**config.mk**
```make
export PLATFORM = sky130hd
export DESIGN_NAME = latch_wr_ctrl_flat
export DESIGN_NICKNAME = d
export VERILOG_FILES = /design/src/rtl/latch_wr_ctrl_if.sv /design/src/rtl/latch_wr_ctrl.sv /design/src/flat_wrapper.sv
export SDC_FILE = /design/constraint.sdc
export NUM_CORES = 1
export LEC_CHECK = 0
export CAP_MARGIN = 5
export CORE_AREA = 2 2 39 41
export CTS_BUF_LIST = sky130_fd_sc_hd__clkbuf_4
export DETAILED_ROUTE_END_ITERATION = 10
export DIE_AREA = 0 0 41 43
export DONT_BUFFER_PORTS = 1
export GPL_TIMING_DRIVEN = 0
export PLACE_DENSITY = 0.85
export SETUP_SLACK_MARGIN = 0.02
export SYNTH_ARGS = -nofsm -noshare
export SYNTH_HDL_FRONTEND = slang
export SYNTH_SLANG_ARGS = --single-unit
```
**constraint.sdc**
```tcl
create_clock -name CLK -period 2.85 [get_ports CLK]
set_clock_uncertainty 0.2 [all_clocks]
set_input_delay 0.7125 -clock CLK [delete_from_list [all_inputs] [get_ports CLK]]
set_output_delay 0.7125 -clock CLK [all_outputs]
set_load 0.05 [all_outputs]
```
**src/rtl/latch_wr_ctrl_if.sv**
```systemverilog
// Write-request / latch-bank bus between a requester and latch_wr_ctrl.
// Carries the request handshake plus the registered drive to the latch bank.
interface latch_wr_ctrl_if #(
    parameter int WIDTH  = 8,
    parameter int NLATCH = 4,
    parameter int AW     = 2
);
    // Handshake: a request is taken on a rising CLK edge where REQ=1 and
    // READY=1. While READY=0 the controller ignores REQ/ADDR/WDATA, and the
    // requester keeps REQ high with stable ADDR/WDATA until it is taken.
    logic              REQ;
    logic [AW-1:0]     ADDR;
    logic [WIDTH-1:0]  WDATA;
    logic              READY;
    logic [WIDTH-1:0]  LD;
    logic [NLATCH-1:0] LEN;
    logic              DONE;
    logic              ERR;

    modport master (
        output REQ, ADDR, WDATA,
        input  READY, LD, LEN, DONE, ERR
    );

    modport slave (
        input  REQ, ADDR, WDATA,
        output READY, LD, LEN, DONE, ERR
    );
endinterface

```
**src/rtl/latch_wr_ctrl.sv**
```systemverilog
// Write sequencer for a bank of transparent-high latches: presents data, pulses
// one enable for a fixed width, then holds data, all in whole clock cycles.
module latch_wr_ctrl #(
    parameter int WIDTH  = 8,
    parameter int NLATCH = 4,
    parameter int AW     = 2,
    parameter int SU_CYC = 1,
    parameter int PW_CYC = 2
) (
    input  logic          CLK,
    input  logic          R,
    latch_wr_ctrl_if.slave bus,
    output logic [1:0]    dbg_state
);

    localparam int MAXC = (SU_CYC > PW_CYC) ? SU_CYC : PW_CYC;
    localparam int CW   = (MAXC > 1) ? $clog2(MAXC) : 1;
    localparam logic [AW:0] NL_W = (AW+1)'(NLATCH);

    // Encoding is visible on dbg_state; IDLE is 0.
    typedef enum logic [1:0] {
        IDLE  = 2'd0,
        SETUP = 2'd1,
        OPEN  = 2'd2,
        HOLD  = 2'd3
    } state_t;

    state_t            state;
    logic [CW-1:0]     cnt;
    logic [AW-1:0]     addr_q;
    logic              ready_q;
    logic [WIDTH-1:0]  ld_q;
    logic [NLATCH-1:0] len_q;
    logic              done_q;
    logic              err_q;

    logic              addr_ok;
    logic [NLATCH-1:0] onehot;

    assign addr_ok = ({1'b0, bus.ADDR} < NL_W);

    always_comb begin
        onehot = '0;
        for (int i = 0; i < NLATCH; i++) begin
            if (addr_q == AW'(i)) onehot[i] = 1'b1;
        end
    end

    // LEN is only ever loaded from a one-hot of an in-range address, and the
    // async reset drops it without waiting for a clock edge.
    always_ff @(posedge CLK or negedge R) begin
        if (!R) begin
            state   <= IDLE;
            cnt     <= '0;
            addr_q  <= '0;
            ready_q <= 1'b1;
            ld_q    <= '0;
            len_q   <= '0;
            done_q  <= 1'b0;
            err_q   <= 1'b0;
        end else begin
            done_q <= 1'b0;
            err_q  <= 1'b0;
            case (state)
                IDLE: begin
                    if (bus.REQ && ready_q) begin
                        if (addr_ok) begin
                            ld_q    <= bus.WDATA;
                            addr_q  <= bus.ADDR;
                            ready_q <= 1'b0;
                            cnt     <= CW'(SU_CYC - 1);
                            state   <= SETUP;
                        end else begin
                            err_q <= 1'b1;
                        end
                    end
                end
                SETUP: begin
                    if (cnt == '0) begin
                        len_q <= onehot;
                        cnt   <= CW'(PW_CYC - 1);
                        state <= OPEN;
                    end else begin
                        cnt <= cnt - CW'(1);
                    end
                end
                OPEN: begin
                    if (cnt == '0) begin
                        len_q <= '0;
                        state <= HOLD;
                    end else begin
                        cnt <= cnt - CW'(1);
                    end
                end
                HOLD: begin
                    ready_q <= 1'b1;
                    done_q  <= 1'b1;
                    state   <= IDLE;
                end
                default: state <= IDLE;
            endcase
        end
    end

    assign bus.READY = ready_q;
    assign bus.LD    = ld_q;
    assign bus.LEN   = len_q;
    assign bus.DONE  = done_q;
    assign bus.ERR   = err_q;
    assign dbg_state = state;

endmodule

```
**src/flat_wrapper.sv**
```systemverilog
// flat-port wrapper written by rule: the top's interface ports become plain ports
module latch_wr_ctrl_flat 
#(
    parameter int WIDTH  = 8,
    parameter int NLATCH = 4,
    parameter int AW     = 2,
    parameter int SU_CYC = 1,
    parameter int PW_CYC = 2
)
  (CLK, R, dbg_state, bus_REQ, bus_ADDR, bus_WDATA, bus_READY, bus_LD, bus_LEN, bus_DONE, bus_ERR);
  latch_wr_ctrl_if #(.WIDTH(WIDTH), .NLATCH(NLATCH), .AW(AW)) bus_i ();
  input  logic CLK;
  input  logic R;
  output logic [1:0] dbg_state;
  input wire logic [$bits(bus_i.REQ)-1:0] bus_REQ;
  input wire logic [$bits(bus_i.ADDR)-1:0] bus_ADDR;
  input wire logic [$bits(bus_i.WDATA)-1:0] bus_WDATA;
  output wire logic [$bits(bus_i.READY)-1:0] bus_READY;
  output wire logic [$bits(bus_i.LD)-1:0] bus_LD;
  output wire logic [$bits(bus_i.LEN)-1:0] bus_LEN;
  output wire logic [$bits(bus_i.DONE)-1:0] bus_DONE;
  output wire logic [$bits(bus_i.ERR)-1:0] bus_ERR;
  assign bus_i.REQ = bus_REQ;
  assign bus_i.ADDR = bus_ADDR;
  assign bus_i.WDATA = bus_WDATA;
  assign bus_READY = bus_i.READY;
  assign bus_LD = bus_i.LD;
  assign bus_LEN = bus_i.LEN;
  assign bus_DONE = bus_i.DONE;
  assign bus_ERR = bus_i.ERR;
  latch_wr_ctrl #(.WIDTH(WIDTH), .NLATCH(NLATCH), .AW(AW), .SU_CYC(SU_CYC), .PW_CYC(PW_CYC)) u_core (.CLK(CLK), .R(R), .bus(bus_i), .dbg_state(dbg_state));
endmodule
```
==> metrics.md, run 1 <==
| Metric | Value |
|---|---|
| Min cycle time layout | 2110 ps |
| Placed Cells | 84 |
| Initial antenna violation count | 0 |
| Hold_ws | between 50 and 60 ps |
| FILL cells | 110 |
| Initial cell density of the core | 0.612 |
| GRT Overall Usage | 0.167 |
| Diode count | 0 |
| R2R cell count | 4 |
| Final Max Slew Viols | 0 |
| Vias in the first global route | just over 500 |
| DR vias | 495 |
| Num rows | 14 |
| Area delta synth->final | 6.79% |
| WS Path Type | flip-flop to flip-flop |
| Core Util, Final | 0.654 |
| Clk pin slew, worst setup/hold paths | 100 ps |
| R2R Path End | u_core.bus.LEN[2] |
| Critical path peak fanout | 8 |
| IO Count | 30 |
| Worst reg2reg path startpoint | u_core.dbg_state[0] |
| Startpoint types | flip-flop |
| Critical path required time | 2800 ps |
| TNS Setup | 0 ps |
| WL final | roughly 1200 µm |
| Worst Hold Class | input pin to async pin |
| Root buf cell | clkbuf_4 |
| Final period utilization | 0.739 |
| Slew margin rel. | 0.493 |
| Full die area | 1760 µm² |
| Core box area | between 1000 and 1500 µm² |
| Drt first pass iters | 2 |
| H-tree depth | 1 |
| Latest clock arrival within the worst-skew pair | 280 ps |
| Final-stage net count | 93 |
| Total grt overflow | 0 |
| Largest net degree at the start of global routing | 19 |
| Initial DRC Count | 9 |
| Yosys top cell area share | 0.532 |
| Synth Register Bits | 19 |
| Wire length per cell | 13.7 µm |
| Post-DRT Antenna Nets | 0 |
| First-pass GRT wire length | ~2000 µm |
| Ranking of synthesized cells by area | dfrtp_1 53%, mux2_2 16%, ha_1 8.9%, nand2_1 4.0%, dfstp_2 3.1% |
| Final Wtd Congestion | approximately 0.7 |
| DP HPWL | between 900 and 1000 µm |
| Fin cells | approximately 90 |
| Syn nets | 87 |
| Final Hold Viols | 0 |
| Number of setup violations in the final report | 0 |
| CTS max path bufs | 2 |
| Max-cap violations | 0 |
| Post-Syn Area | 847 µm² |
| Die width | approximately 41 µm |
| Ys Warns | 0 |
| RSZ-0062 raised after global routing | no |
| Resized cells post-CTS | 0 |
| Post-Syn Instances | 68 |
| Post-synth cell types | 18 |
| Syn Area/Cell | 12.5 µm² |
| Die Height | 43 µm |
| CTS tree | built |
| Worst-Margin Slew | 758 ps |
| Residual DRC count | 0 |
| Vias per Instance | 5.56 |
| CTS Sinks | 19 |
| Highest clock rate | about 470 MHz |
| Yosys top cell by area | dfrtp_1 |
| Outcome | complete, no violations |
| CTS Buf Count | 3 |
| Post-synthesis sequential area ratio | 0.563 |
| Worst setup EP type | flip-flop |
| I/O Buffers | 0 |
| WP data arrival | roughly 2100 ps |
| Layout cells sized above 1 | 0.274 |
| R2R Setup Slk | between 700 and 800 ps |
-- worst max-delay path, stage by stage (launching register included) --
cell      delay (ps)
dfrtp_1          690
inv_1            220
ha_1             280
o21bai_1         420
o21ai_0          170
-- metal layers --
layer | GRT usage | wire (µm) | share of wire | up-vias
li1 | - | - | - | 238
met1 | 0.209 | 486 | 0.40 | 234
met2 | 0.253 | 626 | 0.51 | 21
met3 | 0.0524 | 93 | 0.076 | 2
met4 | 0.0800 | 15 | 0.012 | 0
met5 | 0 | 0 | 0 | -
-- cell usage in the layout (no fill, tap or decap), types with 3 or more instances in the layout --
cell type  Yosys  routed
mux2_2        12      12
dfrtp_1       18      18
nor2_1         5       5
inv_1          3       3
o21ai_0        4       4
nand2_1        9       9
ha_1           6       6
clkbuf_4       0       3
-- synth_stat cells --
| master | instances |
|---|---|
| mux2_2 | 12 |
| o41ai_1 | 1 |
| dfrtp_1 | 18 |
| o21bai_1 | 1 |
| nand2b_1 | 1 |
| buf_4 | 1 |
| o31ai_1 | 1 |
| dfstp_2 | 1 |
| inv_1 | 3 |
| o21ai_0 | 4 |
| nand2_1 | 9 |
| ha_1 | 6 |
| conb_1 | 1 |
| a21oi_1 | 1 |
| mux2i_1 | 1 |
| nand3_2 | 1 |
| a21bo_2 | 1 |
| nor2_1 | 5 |
-- how the worst max path moves through the flow --
stage | start | to | depth (start not counted)
floorplan | u_core.dbg_state[0] | u_core.dbg_state[1] | 5
global placement | u_core.dbg_state[0] | u_core.bus.LEN[2] | 4
detailed placement | u_core.dbg_state[0] | u_core.bus.LEN[2] | 4
CTS | u_core.dbg_state[0] | u_core.bus.LEN[2] | 4
global route | u_core.dbg_state[0] | u_core.bus.LEN[0] | 5
finish | u_core.dbg_state[0] | u_core.bus.LEN[2] | 4
-- logic make-up (layout without fill, tap and decap cells) --
| family | Yosys count | after routing | synth area share |
|---|---|---|---|
| flip-flops | 19 | 19 | 0.563 |
| multiplexers | 13 | 13 | 0.171 |
| AND/OR/NAND/NOR | 16 | 16 | 0.0812 |
| other | 1 | 1 | 0.00443 |
| adder cells (fa/ha/maj) | 6 | 6 | 0.0886 |
| buffers and inverters | 4 | 9 | 0.0222 |
| AO/OA/AOI/OAI | 9 | 9 | 0.0694 |
-- metrics by stage --
step	worst slack, ps	area, µm²
global placement	786	867
detailed placement	749	867
finish	743	905
global route	601	905
floorplan	905	847
CTS	728	905
-- what timing repair did --
item                                   CTS  global route
endpoints found under the hold margin   18             0
setup buffers                            0             0
setup endpoints to repair                0             0
hold buffers                             1             0
-- final cells by class --
class                      instances  area, µm²  area share
clock buffer                       3       22.5      0.0249
clock inverter                     1       5.00     0.00553
inverter                           3       11.3      0.0124
tap                               16       20.0      0.0221
buffer                             1       7.51     0.00830
timing repair buffer               1       10.0      0.0111
sequential                        19        477       0.527
multi-input combinational         45        352       0.389
-- flip-flops by register name, indices dropped and copies added, names as in the netlist --
name / count
u_core.cnt: 1
u_core.dbg_state: 2
u_core.bus.LEN: 4
u_core.bus.READY: 1
u_core.bus.DONE: 1
u_core.addr_q: 2
u_core.bus.LD: 8
Power of run 1 is left out: the tool's default activity adds up to more than one toggle a clock period on the data nets, which glitch-free logic cannot reach.
==> inputs of run 2 (changes only) <==
CORE_AREA = unset   (was 2 2 39 41)
CORE_MARGIN = 1.5   (was unset)
CORE_UTILIZATION = 57   (was unset)
DIE_AREA = unset   (was 0 0 41 43)
PLACE_DENSITY = 0.8   (was 0.85)
clock period = 1.69 ns   (was 2.85 ns; I/O delays follow)
==> metrics.md, run 2 (synthesis results as in run 1) <==
| Metric | Value |
|---|---|
| I/O Buffers | 0 (unchanged) |
| Most frequent cells in the layout | 16 x dfrtp_1, 10 x mux2_2, 8 x nand2_1 |
| Slew margin rel. | 0.446 (-0.0466) |
| Diode count | 0 (unchanged) |
| Hold depth | 1 |
| Initial antenna violation count | 0 (unchanged) |
| Outcome | finished, violations left |
| WS Path Type | flip-flop to flip-flop |
| Worst-Margin Slew | 831 ps (+72.4 ps) |
| Highest clock rate | 559 MHz (+18%) |
| Total grt overflow | 0 (unchanged) |
| Residual DRC count | 0 (unchanged) |
| First-pass GRT wire length | 2570 µm (+32%) |
| Cell Chain, Critical Path | inv_4 -> ha_4 -> a21bo_4 -> nand2b_4 -> mux2_4 |
| CTS max path bufs | 2 (unchanged) |
| H-tree depth | 1 (unchanged) |
| Critical path required time | 1690 ps (-1110 ps) |
| Max stage delay on crit path | 610 ps (-80 ps) |
| Clk pin slew, worst setup/hold paths | 110 ps (about the same) |
| Die width | 41.6 µm (+1.3%) |
| Initial DRC Count | 5 (-4) |
| FILL cells | 82 (-25%) |
| Initial cell density of the core | 0.627 (+0.0153) |
| Most common cell after layout, fill and taps aside | dfrtp_1 |
| Worst setup EP type | flip-flop |
| Placed Cells | 83 (-1.2%) |
| Worst Hold Class | input pin to flip-flop |
| Final-stage net count | 95 (+2.2%) |
| Failing checks | negative setup slack |
| DP HPWL | 974 µm (+3.8%) |
| Wire length per cell | 18.3 µm (+33%) |
| Final period utilization | 1.06 (+0.318) |
| Num rows | 13 (-1) |
| Worst setup slack after layout | -97.4 ps (-840 ps) |
| Die Height | 41.6 µm (-3.4%) |
| Full die area | 1730 µm² (-2.1%) |
| Critical path peak fanout | 6 (-2) |
| DR vias | 525 (+6.1%) |
| Area delta synth->final | 19.2% |
| Hold_ws | 62.3 ps (+7.97 ps) |
| Min cycle time layout | 1790 ps (-320 ps) |
| Slowest CP cell | dfrtp_4 |
| R2R cell count | 5 (+1) |
| Core box area | 1350 µm² (-2.4%) |
| CTS Buf Count | 3 (unchanged) |
| Final Hold Viols | 0 (unchanged) |
| Latest clock arrival within the worst-skew pair | 300 ps (+20 ps) |
| Max reg flops | 8 (unchanged) |
| RSZ-0062 raised after global routing | yes |
| Final Wtd Congestion | 0.766 (+9.6%) |
| Max-cap violations | 0 (unchanged) |
| CTS tree | built |
| IO Count | 30 (unchanged) |
| Startpoint types | flip-flop |
| Vias in the first global route | 577 (+12%) |
| CTS Sinks | 19 (unchanged) |
| Root buf cell | clkbuf_4 |
| TNS Setup | -208 ps (-208 ps) |
| Final Max Slew Viols | 0 (unchanged) |
| Number of setup violations in the final report | 3 (+3) |
| Layout cells sized above 1 | 0.440 (+0.166) |
| Drt first pass iters | 4 (+2) |
| WP data arrival | 1780 ps (-280 ps) |
| WL final | 1650 µm (+35%) |
| Multi-input gate area | 420 µm² (+20%) |
| Sequential standard cell area | 485 µm² (+1.8%) |
| Vias per Instance | 5.83 (+4.9%) |
| Largest net degree at the start of global routing | 20 (+1) |
| Post-DRT Antenna Nets | 0 (unchanged) |
| Fin cells | 90 (+1.1%) |
| GRT Overall Usage | 0.206 (+0.0393) |
run 2: stage by stage:
stage,utilization,worst slack [ps],instance area [µm²]
finish,0.748,-97.4,1010
global route,0.748,-126,1010
CTS,0.737,-76.0,995
global placement,0.668,-134,902
detailed placement,0.668,-205,902
floorplan,-,-15.0,883
run 2: cell type report:
type	count	area share
Buffer	1	0.00743
Clock buffer	4	0.0297
Inverter	3	0.0161
Multi-Input combinational cell	45	0.416
Sequential cell	19	0.481
Tap cell	15	0.0186
Timing Repair Buffer	3	0.0310
run 2: metal layers:
| layer | vias up | routed length, µm | GRT usage |
|---|---|---|---|
| met5 | - | 0 | 0 |
| met4 | 0 | 38 | 0.116 |
| met3 | 6 | 143 | 0.0652 |
| met2 | 30 | 871 | 0.366 |
| met1 | 248 | 595 | 0.212 |
| li1 | 241 | - | - |
run 2: final timing paths:
| kind | startpoint | slack [ps] | end |
|---|---|---|---|
| hold reg to reg | u_core.addr_q[0] | 370 | u_core.bus.LEN[0] |
| min in group asynchronous | R | 80 | u_core.bus.DONE |
| max in group asynchronous | R | 620 | u_core.dbg_state[1] |
| setup reg to reg | u_core.dbg_state[1] | -100 | u_core.cnt |
| hold / removal | bus_WDATA[3] | 60 | u_core.bus.LD[3] |
| setup / recovery | u_core.dbg_state[1] | -100 | u_core.cnt |
run 2: critical path: cells and delay by family (launching register included):
| family | cells | cell delay, ps |
|---|---|---|
| and+or+nand+nor | 1 | 70 |
| buffers and inverters | 1 | 110 |
| DFF | 1 | 610 |
| muxes | 1 | 290 |
| AOI/OAI and AO/OA | 1 | 250 |
| adders and majority gates | 1 | 150 |
run 2: repair_timing:
item / CTS / global route
hold buffers: 1 / 0
setup buffers: 2 / 0
endpoints found under the setup margin: 17 / 18
resized for setup: 8 / 4
hold endpoints to repair: 19 / 0
pin swaps: 1 / 0
Power of run 2 is left out for the same reason.
==> inputs of run 3 (changes only) <==
CTS_BUF_LIST = sky130_fd_sc_hd__clkbuf_4 sky130_fd_sc_hd__clkbuf_8   (was sky130_fd_sc_hd__clkbuf_4)
SKIP_CTS_REPAIR_TIMING = 1   (was unset)
==> metrics.md, run 3 (synthesis results as in run 1) <==
| Metric | Value |
|---|---|
| Outcome | finished, violations left |
| Failing checks | negative setup slack |
| Full die area | 1730 µm² (unchanged) |
| Die Height | 41.6 µm (unchanged) |
| Most common cell after layout, fill and taps aside | dfrtp_1 |
| Startpoint types | flip-flop |
| CTS max path bufs | 2 (unchanged) |
| Highest clock rate | 567 MHz (+1.3%) |
| Initial cell density of the core | 0.627 (unchanged) |
| Met3 usage | 0.0652 (unchanged) |
| Largest net degree at the start of global routing | 20 (unchanged) |
| Initial DRC Count | 2 (-3) |
| Worst setup slack after layout | -73.6 ps (+23.8 ps) |
| Max reg flops | 8 (unchanged) |
| WL final | 1400 µm (-15%) |
| Worst Hold Launch | bus_WDATA[3] |
| I/O Buffers | 0 (unchanged) |
| M2 GR Usage | 0.278 (-0.0875) |
| Post-DRT Antenna Nets | 0 (unchanged) |
| Die width | 41.6 µm (unchanged) |
| R2R cell count | 5 (unchanged) |
| DR vias | 515 (-1.9%) |
| Final Wtd Congestion | 0.766 (unchanged) |
| Final Hold Viols | 0 (unchanged) |
| Num rows | 13 (unchanged) |
| Min cycle time layout | 1760 ps (-23.8 ps) |
| GRT Overall Usage | 0.162 (-0.0441) |
| WP data arrival | 1750 ps (-30 ps) |
| RSZ-0062 raised after global routing | yes |
| First-pass GRT wire length | 2070 µm (-20%) |
| Wire length per cell | 15.6 µm (-15%) |
| Slowest CP cell | dfrtp_4 |
| Hold depth | 1 (unchanged) |
| Worst setup EP type | flip-flop |
| Final Max Slew Viols | 0 (unchanged) |
| Diode count | 0 (unchanged) |
| Clk pin slew, worst setup/hold paths | 100 ps (about the same) |
| CTS Buf Count | 3 (unchanged) |
| Initial antenna violation count | 0 (unchanged) |
| Max stage delay on crit path | 600 ps (about the same) |
| R2R Setup Slk | -70 ps (+20 ps) |
| Met1 Use GR | 0.163 (-0.0483) |
| Slew margin rel. | 0.450 (+0.00359) |
| Critical path buffers and inverters | 1 (unchanged) |
| WHS Endpoint | u_core.bus.LD[3] |
| Fin cells | 90 (unchanged) |
| Vias in the first global route | 508 (-12%) |
| CTS tree | built |
| Core box area | 1350 µm² (unchanged) |
| Cell Chain, Critical Path | inv_4 -> ha_4 -> a21bo_4 -> nand2b_4 -> mux2_4 |
| DP HPWL | 974 µm (unchanged) |
| Final-stage net count | 95 (unchanged) |
| Grt peak-use layer | met2 |
| Area delta synth->final | 16.0% |
| R2R Path End | u_core.cnt |
| WS Path Type | flip-flop to flip-flop |
| Max-cap violations | 0 (unchanged) |
| Worst reg2reg path startpoint | u_core.dbg_state[1] |
| H-tree depth | 1 (unchanged) |
| Kind of cell adding the most delay to the critical path | flip-flops |
| Critical path peak fanout | 6 (unchanged) |
| Critical path required time | 1680 ps (about the same) |
| Drt first pass iters | 4 (unchanged) |
| Placed Cells | 83 (unchanged) |
| Layout cells sized above 1 | 0.427 (-0.0133) |
| Worst Hold Class | input pin to flip-flop |
| Residual DRC count | 0 (unchanged) |
| Number of setup violations in the final report | 13 (+10) |
| Final period utilization | 1.04 (-0.0141) |
| CP startpoint | u_core.dbg_state[1] |
| Most frequent cells in the layout | 16 x dfrtp_1, 10 x mux2_2, 8 x nand2_1 |
| CTS Sinks | 19 (unchanged) |
| IO Count | 30 (unchanged) |
| Latest clock arrival within the worst-skew pair | 290 ps (about the same) |
| Root buf cell | clkbuf_4 |
| Worst-Margin Slew | 823 ps (-8.10 ps) |
| Vias per Instance | 5.72 (-1.9%) |
| Total grt overflow | 0 (unchanged) |
run 3: worst max path at each step:
stage                     endpoint  slack, ps  cells after the start
5_1_grt        u_core.dbg_state[1]       -100                      5
4_1_cts          u_core.bus.LEN[1]       -220                      4
3_5_place_dp     u_core.bus.LEN[1]       -210                      4
6_report                u_core.cnt        -70                      5
3_3_place_gp     u_core.bus.LEN[2]       -130                      4
2_1_floorplan           u_core.cnt        -10                      5
run 3: metrics by stage:
stage / cell area, µm² / util / hold WS (ps) / TNS (ps) / setup WS, ps
floorplan: 883 / - / -73.1 / -23.0 / -15.0
global placement: 902 / 0.668 / -72.8 / -1110 / -134
detailed placement: 902 / 0.668 / -72.7 / -1580 / -205
CTS: 932 / 0.690 / -396 / -1740 / -220
global route: 982 / 0.728 / 57.2 / -1330 / -103
finish: 982 / 0.728 / 73.3 / -560 / -73.6
run 3: per-layer routing:
metal / share of wire / routed length (µm) / up-vias
met2: 0.49 / 691 / 21
met5: 0 / 0 / -
met4: 0.014 / 19 / 0
met1: 0.41 / 571 / 247
li1: - / - / 243
met3: 0.084 / 118 / 4
run 3: area by class of cell:
| class | count | area, µm² |
|---|---|---|
| repair buffers | 3 | 25.0 |
| plain buffers | 1 | 7.51 |
| well taps | 15 | 18.8 |
| clock buffers | 4 | 30.0 |
| fillers | 85 | 368 |
| flip-flops and latches | 19 | 482 |
| inverters | 3 | 16.3 |
| multi-input cells | 45 | 403 |
Power of run 3 is left out for the same reason.
